## src/rtl/xor_gate_pkg.sv

```systemverilog
// Shared sizing helpers and constants for the xor_gate datapath primitive.
package xor_gate_pkg;

    localparam int MAX_WIDTH = 64;

    // Number of bits needed to hold values 0..value-1 (value >= 1).
    function automatic int clog2(input int value);
        int res;
        res = 0;
        for (int i = 0; i < 32; i++) begin
            if ((64'd1 << i) < 64'(value)) begin
                res = i + 1;
            end else begin
                res = res;
            end
        end
        return res;
    endfunction

    function automatic logic [31:0] sat_max(input int cnt_w);
        return 32'hFFFF_FFFF >> (32 - cnt_w);
    endfunction

    function automatic logic parity(input logic [MAX_WIDTH-1:0] value);
        return ^value;
    endfunction

endpackage

```

## src/rtl/xor_gate_popcount.sv

```systemverilog
// Combinational set-bit counter built as a recursive binary adder tree.
module popcount
    import xor_gate_pkg::*;
#(
    parameter int WIDTH = 1
) (
    input  logic [WIDTH-1:0]               bits,
    output logic [clog2(WIDTH+1)-1:0]      cnt
);

    localparam int OUT_W = clog2(WIDTH + 1);

    generate
        if (WIDTH == 1) begin : g_leaf
            assign cnt = bits;
        end else begin : g_node
            localparam int LO_W = WIDTH / 2;
            localparam int HI_W = WIDTH - LO_W;

            logic [clog2(LO_W+1)-1:0] lo_cnt_s;
            logic [clog2(HI_W+1)-1:0] hi_cnt_s;

            popcount #(.WIDTH(LO_W)) u_lo (
                .bits (bits[LO_W-1:0]),
                .cnt  (lo_cnt_s)
            );

            popcount #(.WIDTH(HI_W)) u_hi (
                .bits (bits[WIDTH-1:LO_W]),
                .cnt  (hi_cnt_s)
            );

            assign cnt = OUT_W'(lo_cnt_s) + OUT_W'(hi_cnt_s);
        end
    endgenerate

endmodule

```

## src/rtl/xor_gate.sv

```systemverilog
// Bitwise XOR with a registered copy, Hamming distance, parity and a
// saturating accumulated-difference counter fed from the registered distance.
module xor_gate
    import xor_gate_pkg::*;
#(
    parameter int WIDTH = 1,
    parameter int CNT_W = 16
) (
    input  logic                        clk,
    input  logic                        rst_n,
    input  logic [WIDTH-1:0]            a,
    input  logic [WIDTH-1:0]            b,
    input  logic                        clr,
    output logic [WIDTH-1:0]            y,
    output logic [WIDTH-1:0]            y_q,
    output logic [clog2(WIDTH+1)-1:0]   dist_q,
    output logic                        par_q,
    output logic [CNT_W-1:0]            acc,
    output logic                        acc_sat
);

    localparam int DIST_W = clog2(WIDTH + 1);
    localparam logic [CNT_W-1:0] ACC_MAX = CNT_W'(sat_max(CNT_W));

    logic [WIDTH-1:0]  xor_s;
    logic [DIST_W-1:0] dist_s;
    logic              par_s;
    logic [CNT_W:0]    sum_s;
    logic [CNT_W-1:0]  acc_nxt_s;
    logic              sat_nxt_s;

    // y stays a pure gate so the block can stand in for a plain XOR.
    assign xor_s = a ^ b;
    assign y     = xor_s;
    assign par_s = parity(MAX_WIDTH'(xor_s));

    popcount #(.WIDTH(WIDTH)) u_popcount (
        .bits (xor_s),
        .cnt  (dist_s)
    );

    // Saturating add of the registered distance into the accumulator.
    always_comb begin
        sum_s     = {1'b0, acc} + (CNT_W+1)'(dist_q);
        acc_nxt_s = acc;
        sat_nxt_s = acc_sat;
        if (sum_s > {1'b0, ACC_MAX}) begin
            acc_nxt_s = ACC_MAX;
            sat_nxt_s = 1'b1;
        end else begin
            acc_nxt_s = sum_s[CNT_W-1:0];
            sat_nxt_s = acc_sat;
        end
    end

    // Register bank for all clocked outputs; clr outranks accumulation.
    always_ff @(posedge clk or negedge rst_n) begin
        if (!rst_n) begin
            y_q     <= {WIDTH{1'b0}};
            dist_q  <= {DIST_W{1'b0}};
            par_q   <= 1'b0;
            acc     <= {CNT_W{1'b0}};
            acc_sat <= 1'b0;
        end else begin
            y_q    <= xor_s;
            dist_q <= dist_s;
            par_q  <= par_s;
            if (clr) begin
                acc     <= {CNT_W{1'b0}};
                acc_sat <= 1'b0;
            end else begin
                acc     <= acc_nxt_s;
                acc_sat <= sat_nxt_s;
            end
        end
    end

endmodule

```

## config.mk

```make
export PLATFORM = sky130hd
export DESIGN_NAME = xor_gate
export DESIGN_NICKNAME = d
export VERILOG_FILES = /design/src/rtl/xor_gate_pkg.sv /design/src/rtl/xor_gate_popcount.sv /design/src/rtl/xor_gate.sv
export SDC_FILE = /design/constraint.sdc
export NUM_CORES = 1
export LEC_CHECK = 0
export ABC_AREA = 1
export ABC_CLOCK_PERIOD_IN_PS = 1700
export CELL_PAD_IN_SITES_DETAIL_PLACEMENT = 1
export CELL_PAD_IN_SITES_GLOBAL_PLACEMENT = 1
export CORE_MARGIN = 2
export CORE_UTILIZATION = 43
export CTS_BUF_LIST = sky130_fd_sc_hd__clkbuf_8
export CTS_CLUSTER_SIZE = 25
export DETAILED_ROUTE_END_ITERATION = 10
export DONT_BUFFER_PORTS = 1
export HOLD_SLACK_MARGIN = 0.02
export PLACE_DENSITY_LB_ADDON = 0.05
export SYNTH_ARGS = -nofsm -noshare
export SYNTH_HDL_FRONTEND = slang
export SYNTH_SLANG_ARGS = --single-unit
```

## constraint.sdc

```tcl
create_clock -name clk -period 1.7 [get_ports clk]
set_input_delay 0.17 -clock clk [delete_from_list [all_inputs] [get_ports clk]]
set_output_delay 0.17 -clock clk [all_outputs]
set_load 0.005 [all_outputs]
```

# [Word-level counts from Yosys, hierarchy flattened]
# Index checks and enable logic that the tools add are counted.
[totals] reg_bits=19 input_bits=5 output_inout_bits=21
[op_classes] addsub=1 magnitude_cmp=1 n_mux=4 n_bitwise=1 n_reduce_logical=2
[ops] op="$reduce_xor A64 Y1" n=1
[ops] op="$mux W16" n=2
[ops] op="$add A16 B1 Y17" n=1
[ops] op="$gt A17 B16 Y1 const B" n=1
[ops] op="$mux W1" n=2
[ops] op="$reduce_bool A2 Y1" n=1
[ops] op="$xor A1 B1 Y1" n=1

# [Longest topological paths before layout]
# Gate-level depths: netlist of the first run.
[depth] ltp_word=4 depth_mapped=8 ltp_nobuf=8

# [Modules after synthesis]
# From an unflattened synthesis of the first run, not the netlist that was laid out.
[hier_totals] hier_cells=125 area_unflattened_um2=1078.5
[by_module_without_submodules] module="xor_gate" instances=1 cells_each=124 area_per_inst_um2=1071.0 seq_area_each_um2=475.5
[by_module_without_submodules] module="popcount" instances=1 cells_each=1 area_per_inst_um2=7.5 seq_area_each_um2=0.0

# [Worst setup path after synthesis of the first run]
# OpenSTA, ideal clock, no wires.
[synth_timing] path_type="register to register" startpoint="reg dist_q" endpoint="reg acc[3]" arrival_ns=1.374 required_time_ns=1.625 slack_ns=0.251 path_stages_with_launch=9 n_path_buf=1 period_less_slack_ns=1.449 cell_sequence="dfrtp_1 ha_1 nand2_2 nor2_4 nand3_4 nor2_4 nand2_4 buf_12 a21oi_2"
[synth_between] elab_chain_cells=4
[synth_lines] item="from (decl)" line_no="xor_gate.sv:16" text="output logic [clog2(WIDTH+1)-1:0] dist_q,"
[synth_lines] item="from (signal assigned)" line_no="xor_gate.sv:60" text="dist_q <= {DIST_W{1'b0}};"
[synth_lines] item="from (signal assigned)" line_no="xor_gate.sv:66" text="dist_q <= dist_s;"
[synth_lines] item="$add A16 B1 Y17 *" line_no="xor_gate.sv:44" text="sum_s = {1'b0, acc} + (CNT_W+1)'(dist_q);"
[synth_lines] item="$gt A17 B16 Y1" line_no="xor_gate.sv:47" text="if (sum_s > {1'b0, ACC_MAX}) begin"
[synth_lines] item="$mux W16 *" line_no="xor_gate.sv:47"
[synth_lines] item="$mux W16 *" line_no="xor_gate.sv:68" text="if (clr) begin"
[synth_lines] item="to (signal assigned)" line_no="xor_gate.sv:62" text="acc <= {CNT_W{1'b0}};"
[synth_lines] item="to (signal assigned)" line_no="xor_gate.sv:69" text="acc <= {CNT_W{1'b0}};"
[synth_lines] item="to (signal assigned)" line_no="xor_gate.sv:72" text="acc <= acc_nxt_s;"
[synth_lines] item="to (decl)" line_no="xor_gate.sv:18" text="output logic [CNT_W-1:0] acc,"
# Mark *: on every way between the ends. The rest lies on a longest branch, timed or not.
# A chain may end at the register's enable or synchronous reset.

# [Worst setup path after layout of the first run]
[layout_timing] startpoint="reg dist_q" endpoint="reg acc[13]"
# Same word-level chain as after synthesis.

==> reports/qor.txt, run 1 <==
CTS tree: yes
Mean Syn Cell Area: 8.60 um2
Reg clk slew, reported paths: 0.07 ns
Status: finished, final reports clean
Clk root buf: clkbuf_8
#FFs+latches synth: 18
Pint: 0.000663 W
Total GRT Usage: 0.200
Final setup viols: 0
Final Util: 0.490
Worst endpoint required time: 1.86 ns
Worst-Margin Slew: 0.930 ns
CP startpoint kind: register
Global route overflow: 0
1st-pass router iterations: 4
Largest net degree at the start of global routing: 19
Clock Sinks: 18
Ports: 26
PwrDens: 726 nW/um2
Skew final: 0.00129 ns
Syn Inst Count: 124
WS Path Type: reg -> reg
GR peak layer: met2
Min cycle time layout: 1.58 ns
WL/cell: 15.6 um
Ratio of final minimum period to clock period: 0.930
Comb power frac: 0.061
DRT iter0 DRCs: 14
MaxCap Viol Count: 0
Final-stage net count: 138
Core area: 2410 um2
Most common cell after layout, fill and taps aside: nand2_1
Maximum clock path buffer count: 2
GR Util met2: 0.327
Ratio of cells with drive above 1 in the final layout: 0.200
Sw frac: 0.227
Initial Util: 0.442
Post-Route WL: 2.49 mm
Total number of vias: 816
Number of global-route vias before repair: 848
Max frequency: 632 MHz
Leak pwr: 0.460 nW
Total negative slack: 0 ns
Net Count, Synth: 131
Met1 usage in global routing: 0.239
Die X: 53.8 um
ANT nets after route: 0
Slew margin rel.: 0.378
Worst vdd ir: 478 uV
TritonCTS buffer count: 3
Final Max Slew Viols: 0
Port Buffers: 0
Sequential power share: 0.527
Post-DP Area: 1080 um2
DR vias/cell: 5.10
Crit path max fanout: 16
Grt met3 use: 0.0556
RePlAce Congestion: 0.807
Min Hold Slack: 0.0338 ns
Total chip power: 0.000858 W
Layout Area Growth over Synthesis: 10.8%
Switch Pwr: 0.000195 W
Hold Crit Class: in -> reg
Cell row count: 18
Post-synthesis sequential area ratio: 0.423
Ant diodes: 0
Initial antenna violation count: 0
CP arrival: 1.75 ns
Final Hold Viols: 0
Crit. End Element: register
Final Cell Area: 1180 um2
Commonest non-fill, non-tap cells in the layout: 30 x nand2_1, 18 x dfrtp_1, 13 x inv_1, 12 x nor2_1, 9 x a21oi_2
Clock power frac: 0.412
Die height: 53.8 um
First-pass GRT wire length: 3.97 mm
DP Wirelength: 1.79 mm
Clk Latency, worst-skew pair: 0.25 ns
DRC viols: 0
RSZ-0062 raised after global routing: false
Synth unique cells: 24
Area of the die: 2890 um2
CTS H-tree depth: 1
Synth warn: 0
Post-synthesis cell area: 1070 um2
## what timing repair did
action	4_1_cts	5_1_grt
endpoints found under the hold margin	35	0
setup buffers	0	2
setup endpoints to repair	0	4
hold buffers	2	0
gates resized for setup	0	1
## metrics by stage
step	cells	setup WS, ns
after global placement	152	0.180
after detailed placement	152	0.0680
final	160	0.118
after global routing	160	0.00592
after CTS	158	0.0380
after floorplan	124	0.251
## final timing paths
kind / end / depth (start not counted) / from / slack [ns]
max: acc[13] / 7 / dist_q / 0.12
min: dist_q / 1 / a / 0.03
max reg2reg: acc[13] / 7 / dist_q / 0.12
min reg2reg: acc_sat / 2 / acc_sat / 0.55
max in group asynchronous: acc_sat / 1 / rst_n / 0.73
min in group asynchronous: acc[10] / 1 / rst_n / 0.46
## registers in the layout, summed over array words and instances (netlist names)
signal / flops
acc: 16
dist_q: 1
acc_sat: 1
## layer usage
metal / part of all wire / up-vias
met2: 0.48 / 24
met5: 0 / -
met4: 0.017 / 0
li1: - / 401
met3: 0.052 / 5
met1: 0.45 / 386
## final cells by class
cell class                      count  area (um2)
Clock buffer                        4        55.1
Fill cell                         283        1230
Inverter                           13        48.8
Multi-Input combinational cell     88         532
Sequential cell                    18         450
Tap cell                           30        37.5
Timing Repair Buffer                7        57.6
## worst max-delay path, stage by stage, from the launching register on
cell,delay (ns)
dfrtp_1,0.42
ha_1,0.19
nand2_2,0.08
nor2_4,0.19
nand3_4,0.12
nor2_4,0.15
nand2_8,0.14
a21oi_1,0.20
## power by group through the flow
stage	Combinational, W	Sequential (W)	Clock, W
after floorplan	0.0000390	0.000457	0
after CTS	0.0000541	0.000452	0.000373
final	0.0000525	0.000452	0.000353
after detailed placement	0.0000325	0.000460	0
after global placement	0.0000320	0.000460	0
after global routing	0.0000616	0.000454	0.000388
## kinds of logic (layout without fill, tap and decap cells)
kind of cell | Yosys count | after routing | synth area share
AO/OA/AOI/OAI | 18 | 18 | 0.127
XOR/XNOR | 9 | 9 | 0.0739
adder cells (fa/ha/maj) | 2 | 2 | 0.0235
buffers and inverters | 18 | 24 | 0.0868
flip-flops | 18 | 18 | 0.423
AND/OR/NAND/NOR | 59 | 59 | 0.266
## synthesized netlist by cell type (all sizes together)
master | number | area [um2]
nand3 | 5 | 37.5
nand3b | 1 | 7.51
nand4 | 3 | 18.8
dfrtp | 18 | 450
clkbuf | 1 | 3.75
xnor2 | 3 | 26.3
nor2 | 15 | 73.8
nand2 | 33 | 136
nor3 | 2 | 10.0
o21ai | 2 | 10.0
ha | 2 | 25.0
a21oi | 16 | 125
xor2 | 6 | 52.6
buf | 4 | 40.0
inv | 13 | 48.8
Power figures use the tool's default switching activity.
==> inputs of run 2 (changes only) <==
Settings changed: CELL_PAD_IN_SITES_DETAIL_PLACEMENT 1 to 0.
==> reports/qor.txt, run 2 (synthesis gave the netlist of run 1 again) <==
CTS H-tree depth: 1 (unchanged)
DP Wirelength: 1.68 mm (-6.0%)
Core area: 2410 um2 (unchanged)
Layout Area Growth over Synthesis: 9.27%
Total GRT Usage: 0.194 (-0.00539)
Ratio of final minimum period to clock period: 0.939 (+0.00895)
Maximum clock path buffer count: 2 (unchanged)
Initial antenna violation count: 0 (unchanged)
CP startpoint kind: register
Slew margin rel.: 0.393 (+0.0152)
DP Worst Slack: 0.0882 ns (+0.0203 ns)
Fillers: 239 (-16%)
First-pass GRT wire length: 3.87 mm (-2.6%)
Total negative slack: 0 ns (unchanged)
Cell row count: 18 (unchanged)
Total number of vias: 771 (-5.5%)
Crit path max fanout: 16 (unchanged)
Final Max Slew Viols: 0 (unchanged)
Die height: 53.8 um (unchanged)
Clk Latency, worst-skew pair: 0.26 ns (about the same)
PwrDens: 741 nW/um2 (+2.1%)
DRC viols: 0 (unchanged)
Storage cell area: 450 um2 (unchanged)
CP arrival: 1.76 ns (about the same)
Port Buffers: 0 (unchanged)
Largest register FFs: 16 (unchanged)
Final setup viols: 0 (unchanged)
PostCTS Resize Cnt: 0 (unchanged)
Setup ws final: 0.103 ns (-0.0152 ns)
ANT nets after route: 0 (unchanged)
Largest net degree at the start of global routing: 19 (unchanged)
Global route overflow: 0 (unchanged)
Most common cell after layout, fill and taps aside: nand2_1
TritonCTS buffer count: 3 (unchanged)
Die X: 53.8 um (unchanged)
Final Hold Viols: 0 (unchanged)
Clock Sinks: 18 (unchanged)
Area of the die: 2890 um2 (unchanged)
Largest regs: acc (16), acc_sat (1), dist_q (1)
Post-Route WL: 2.31 mm (-7.4%)
Worst vdd ir: 472 uV (-1.2%)
Worst endpoint required time: 1.86 ns (about the same)
Initial Util: 0.442 (unchanged)
Multi-input logic area: 523 um2 (-1.6%)
Leak pwr: 0.471 nW (+2.4%)
Ports: 26 (unchanged)
Ant diodes: 0 (unchanged)
Status: finished, final reports clean
Max frequency: 626 MHz (-0.95%)
WL/cell: 14.5 um (-6.8%)
Ratio of cells with drive above 1 in the final layout: 0.194 (-0.00620)
DR vias/cell: 4.85 (-4.9%)
MaxCap Viol Count: 0 (unchanged)
Commonest non-fill, non-tap cells in the layout: 30 x nand2_1, 18 x dfrtp_1, 13 x inv_1, 12 x nor2_1, 9 x a21oi_2
Largest Register: acc
Min cycle time layout: 1.60 ns (+0.0152 ns)
1st-pass router iterations: 4 (unchanged)
RePlAce Congestion: 0.807 (unchanged)
CTS tree: yes
RSZ-0062 raised after global routing: false
Clk root buf: clkbuf_8
Hold Crit Class: in -> reg
Number of global-route vias before repair: 818 (-3.5%)
Skew final: 0.00878 ns (+0.00749 ns)
DRT iter0 DRCs: 6 (-8)
WS Path Type: reg -> reg
Crit. End Element: register
Final-stage net count: 137 (-0.72%)
Reg clk slew, reported paths: 0.07 ns (about the same)
Worst-Margin Slew: 0.907 ns (-0.0227 ns)
==> run 2: changes by cell type in the layout (fill, tap and decap cells not counted), sizes merged <==
cell,delta
buf,-1
==> run 2: layout make-up <==
type / count / area share
clock buffers: 4 / 0.0473
multi-input cells: 88 / 0.449
inverters: 13 / 0.0419
repair buffers: 6 / 0.0430
well taps: 30 / 0.0322
flip-flops and latches: 18 / 0.387
==> run 2: repair_timing <==
action | in CTS | in global routing
hold buffers | 2 | 0
buffers inserted | 0 | 1
setup endpoints to repair | 0 | 1
hold endpoints to repair | 35 | 0
==> run 2: critical path, stage by stage (launching register included) <==
cell     delay, ns
dfrtp_1       0.42
ha_1          0.18
nand2_2       0.08
nor2_4        0.20
nand3_4       0.12
nor2_4        0.11
nand2_4       0.17
a21oi_1       0.22
==> run 2: worst paths after layout <==
path | start | endpoint | slack, ns | cells after the start
setup / recovery | dist_q | acc[13] | 0.10 | 7
hold reg to reg | acc_sat | acc_sat | 0.55 | 2
min in group asynchronous | rst_n | acc[14] | 0.45 | 1
hold / removal | a | dist_q | 0.04 | 1
max in group asynchronous | rst_n | dist_q | 0.74 | 1
setup reg to reg | dist_q | acc[13] | 0.10 | 7
==> run 2: metal layers <==
layer  GRT usage  up-vias  wire length (um)
li1            -      400                 -
met1       0.251      349              1050
met2       0.309       20              1110
met3      0.0500        2               132
met4      0.0769        0                19
met5           0        -                 0
==> run 2: stage by stage <==
stage                     cell area [um2]  std cells  hold slack [ns]   util  total power [W]
final                                1160        159           0.0376  0.483         0.000863
after global placement               1080        152           -0.125  0.449         0.000492
after CTS                            1160        158           0.0325  0.480         0.000872
after detailed placement             1080        152           -0.125  0.449         0.000491
after floorplan                      1070        124           -0.126      -         0.000496
after global routing                 1160        159           0.0241  0.483         0.000905
==> run 2: where the power goes <==
| part | leakage [nW] | switching [W] | internal, W |
|---|---|---|---|
| clock network | 0.0288 | 0.000156 | 0.000206 |
| registers | 0.248 | 0.0000136 | 0.000437 |
| logic | 0.195 | 0.0000316 | 0.0000191 |
==> inputs of run 3 (changes only) <==
Settings changed: GPL_TIMING_DRIVEN from default to 0, RECOVER_POWER from default to 25.
==> reports/qor.txt, run 3 (synthesis gave the netlist of run 1 again) <==
Status: finished, final reports clean
Min Hold Slack: 0.0310 ns (-0.00662 ns)
Worst endpoint required time: 1.88 ns (+0.02 ns)
Cell row count: 18 (unchanged)
First-pass GRT wire length: 3.71 mm (-4.3%)
Ratio of cells with drive above 1 in the final layout: 0.206 (+0.0123)
Port Buffers: 0 (unchanged)
Commonest non-fill, non-tap cells in the layout: 30 x nand2_1, 18 x dfrtp_1, 13 x inv_1, 12 x nor2_1, 9 x a21oi_2
CP most frequent cell: nor2_4
CP startpoint kind: register
Switch Pwr: 0.000203 W (+0.90%)
PostCTS Resize Cnt: 0 (unchanged)
DRT iter0 DRCs: 9 (+3)
Leak pwr: 0.482 nW (+2.3%)
Largest regs: acc (16), acc_sat (1), dist_q (1)
Final-stage net count: 139 (+1.5%)
DP Wirelength: 1.67 mm (-0.66%)
Die height: 53.8 um (unchanged)
WS Path Type: reg -> reg
Total number of vias: 803 (+4.2%)
RSZ-0062 raised after global routing: false
Comb power frac: 0.063 (+0.004)
Ratio of final minimum period to clock period: 0.923 (-0.0161)
Slew margin rel.: 0.442 (+0.0485)
MaxCap Viol Count: 0 (unchanged)
TritonCTS buffer count: 3 (unchanged)
WP buf/inv: 1 (+1)
CTS H-tree depth: 1 (unchanged)
Clock power frac: 0.416 (-0.003)
Initial Util: 0.442 (unchanged)
Sw frac: 0.234 (+0.000915)
1st-pass router iterations: 4 (unchanged)
DR vias/cell: 4.99 (+2.9%)
Ant diodes: 0 (unchanged)
Crit. End Element: register
Global route overflow: 0 (unchanged)
Largest net degree at the start of global routing: 19 (unchanged)
PwrDens: 733 nW/um2 (-1.1%)
Ports: 26 (unchanged)
Total chip power: 0.000868 W (+0.50%)
Largest register FFs: 16 (unchanged)
Area of the die: 2890 um2 (unchanged)
Maximum clock path buffer count: 2 (unchanged)
Total GRT Usage: 0.182 (-0.0119)
CP arrival: 1.75 ns (about the same)
CP max stage cell: dfrtp_1
Post-Route WL: 2.23 mm (-3.6%)
Largest Register: acc
DRC viols: 0 (unchanged)
Crit path max fanout: 10 (-6)
CP delay by family, top: simple AND/OR/NAND/NOR gates
Pint: 0.000665 W (+0.38%)
Hold Crit Class: in -> reg
Most common cell after layout, fill and taps aside: nand2_1
Crit-path cells: ha_1 -> nand2_2 -> nor2_4 -> nand3_4 -> nor2_4 -> nand2_4 -> buf_12 -> a21oi_2
Final setup viols: 0 (unchanged)
Max frequency: 637 MHz (+1.7%)
Clk Latency, worst-skew pair: 0.26 ns (about the same)
Final Max Slew Viols: 0 (unchanged)
WL/cell: 13.8 um (-4.8%)
Worst-Margin Slew: 0.834 ns (-0.0725 ns)
Reg clk slew, reported paths: 0.07 ns (about the same)
Final Util: 0.491 (+0.00779)
Worst vdd ir: 419 uV (-11%)
Min cycle time layout: 1.57 ns (-0.0273 ns)
Layout Area Growth over Synthesis: 11.0%
Critical path's largest stage delay: 0.45 ns (+0.03 ns)
Initial antenna violation count: 0 (unchanged)
RePlAce Congestion: 0.751 (-6.9%)
ANT nets after route: 0 (unchanged)
Final Hold Viols: 0 (unchanged)
Skew final: 0.00481 ns (-0.00397 ns)
Number of global-route vias before repair: 805 (-1.6%)
CTS tree: yes
Clock Sinks: 18 (unchanged)
Total negative slack: 0 ns (unchanged)
Clk root buf: clkbuf_8
Core area: 2410 um2 (unchanged)
Die X: 53.8 um (unchanged)
Sequential power share: 0.521 (about the same)
-- run 3: per-layer routing --
layer / vias to the layer above / GRT usage / wire (um)
li1: 410 / - / -
met1: 372 / 0.240 / 1030
met2: 19 / 0.295 / 1070
met3: 2 / 0.0389 / 115
met4: 0 / 0.0641 / 10
met5: - / 0 / 0
-- run 3: worst reg2reg max path: stages (launching register included) --
cell and delay, ns:
dfrtp_1 0.45, ha_1 0.19, nand2_2 0.08, nor2_4 0.17, nand3_4 0.11, nor2_4 0.11, nand2_4 0.09, buf_12 0.17
a21oi_2 0.12
-- run 3: stage by stage --
stage / setup slack, ns / cells / instance area (um2)
floorplan: 0.251 / 124 / 1070
global placement: 0.0964 / 154 / 1100
detailed placement: 0.0638 / 154 / 1100
CTS: 0.0456 / 159 / 1170
global route: 0.00220 / 161 / 1180
finish: 0.130 / 161 / 1180
-- run 3: final timing paths --
path | startpoint | end | slack (ns) | cells after the start
worst max-delay path | dist_q | acc[9] | 0.13 | 8
worst min-delay path | a | dist_q | 0.03 | 1
worst max register to register | dist_q | acc[9] | 0.13 | 8
worst min register to register | acc_sat | acc_sat | 0.55 | 2
max in group asynchronous | rst_n | acc[0] | 0.73 | 1
min in group asynchronous | rst_n | acc[6] | 0.45 | 1
-- run 3: final cells by class --
cell class	count	area (um2)
repair buffers	3	25.0
fillers	235	1230
well taps	30	37.5
clock buffers	4	55.1
flip-flops and latches	18	450
inverters	13	48.8
plain buffers	5	43.8
multi-input cells	88	523
-- run 3: power groups by stage --
stage | sequential, W | clock, W | combinational, W
3_5_place_dp | 0.000461 | 0 | 0.0000457
5_1_grt | 0.000454 | 0.000390 | 0.0000637
3_3_place_gp | 0.000460 | 0 | 0.0000443
2_1_floorplan | 0.000457 | 0 | 0.0000390
4_1_cts | 0.000452 | 0.000368 | 0.0000567
6_report | 0.000452 | 0.000361 | 0.0000549
-- run 3: what timing repair did --
item / in CTS / in global routing
endpoints found under the hold margin: 18 / 0
hold buffers: 1 / 0
endpoints found under the setup margin: 0 / 10
setup buffers: 0 / 2
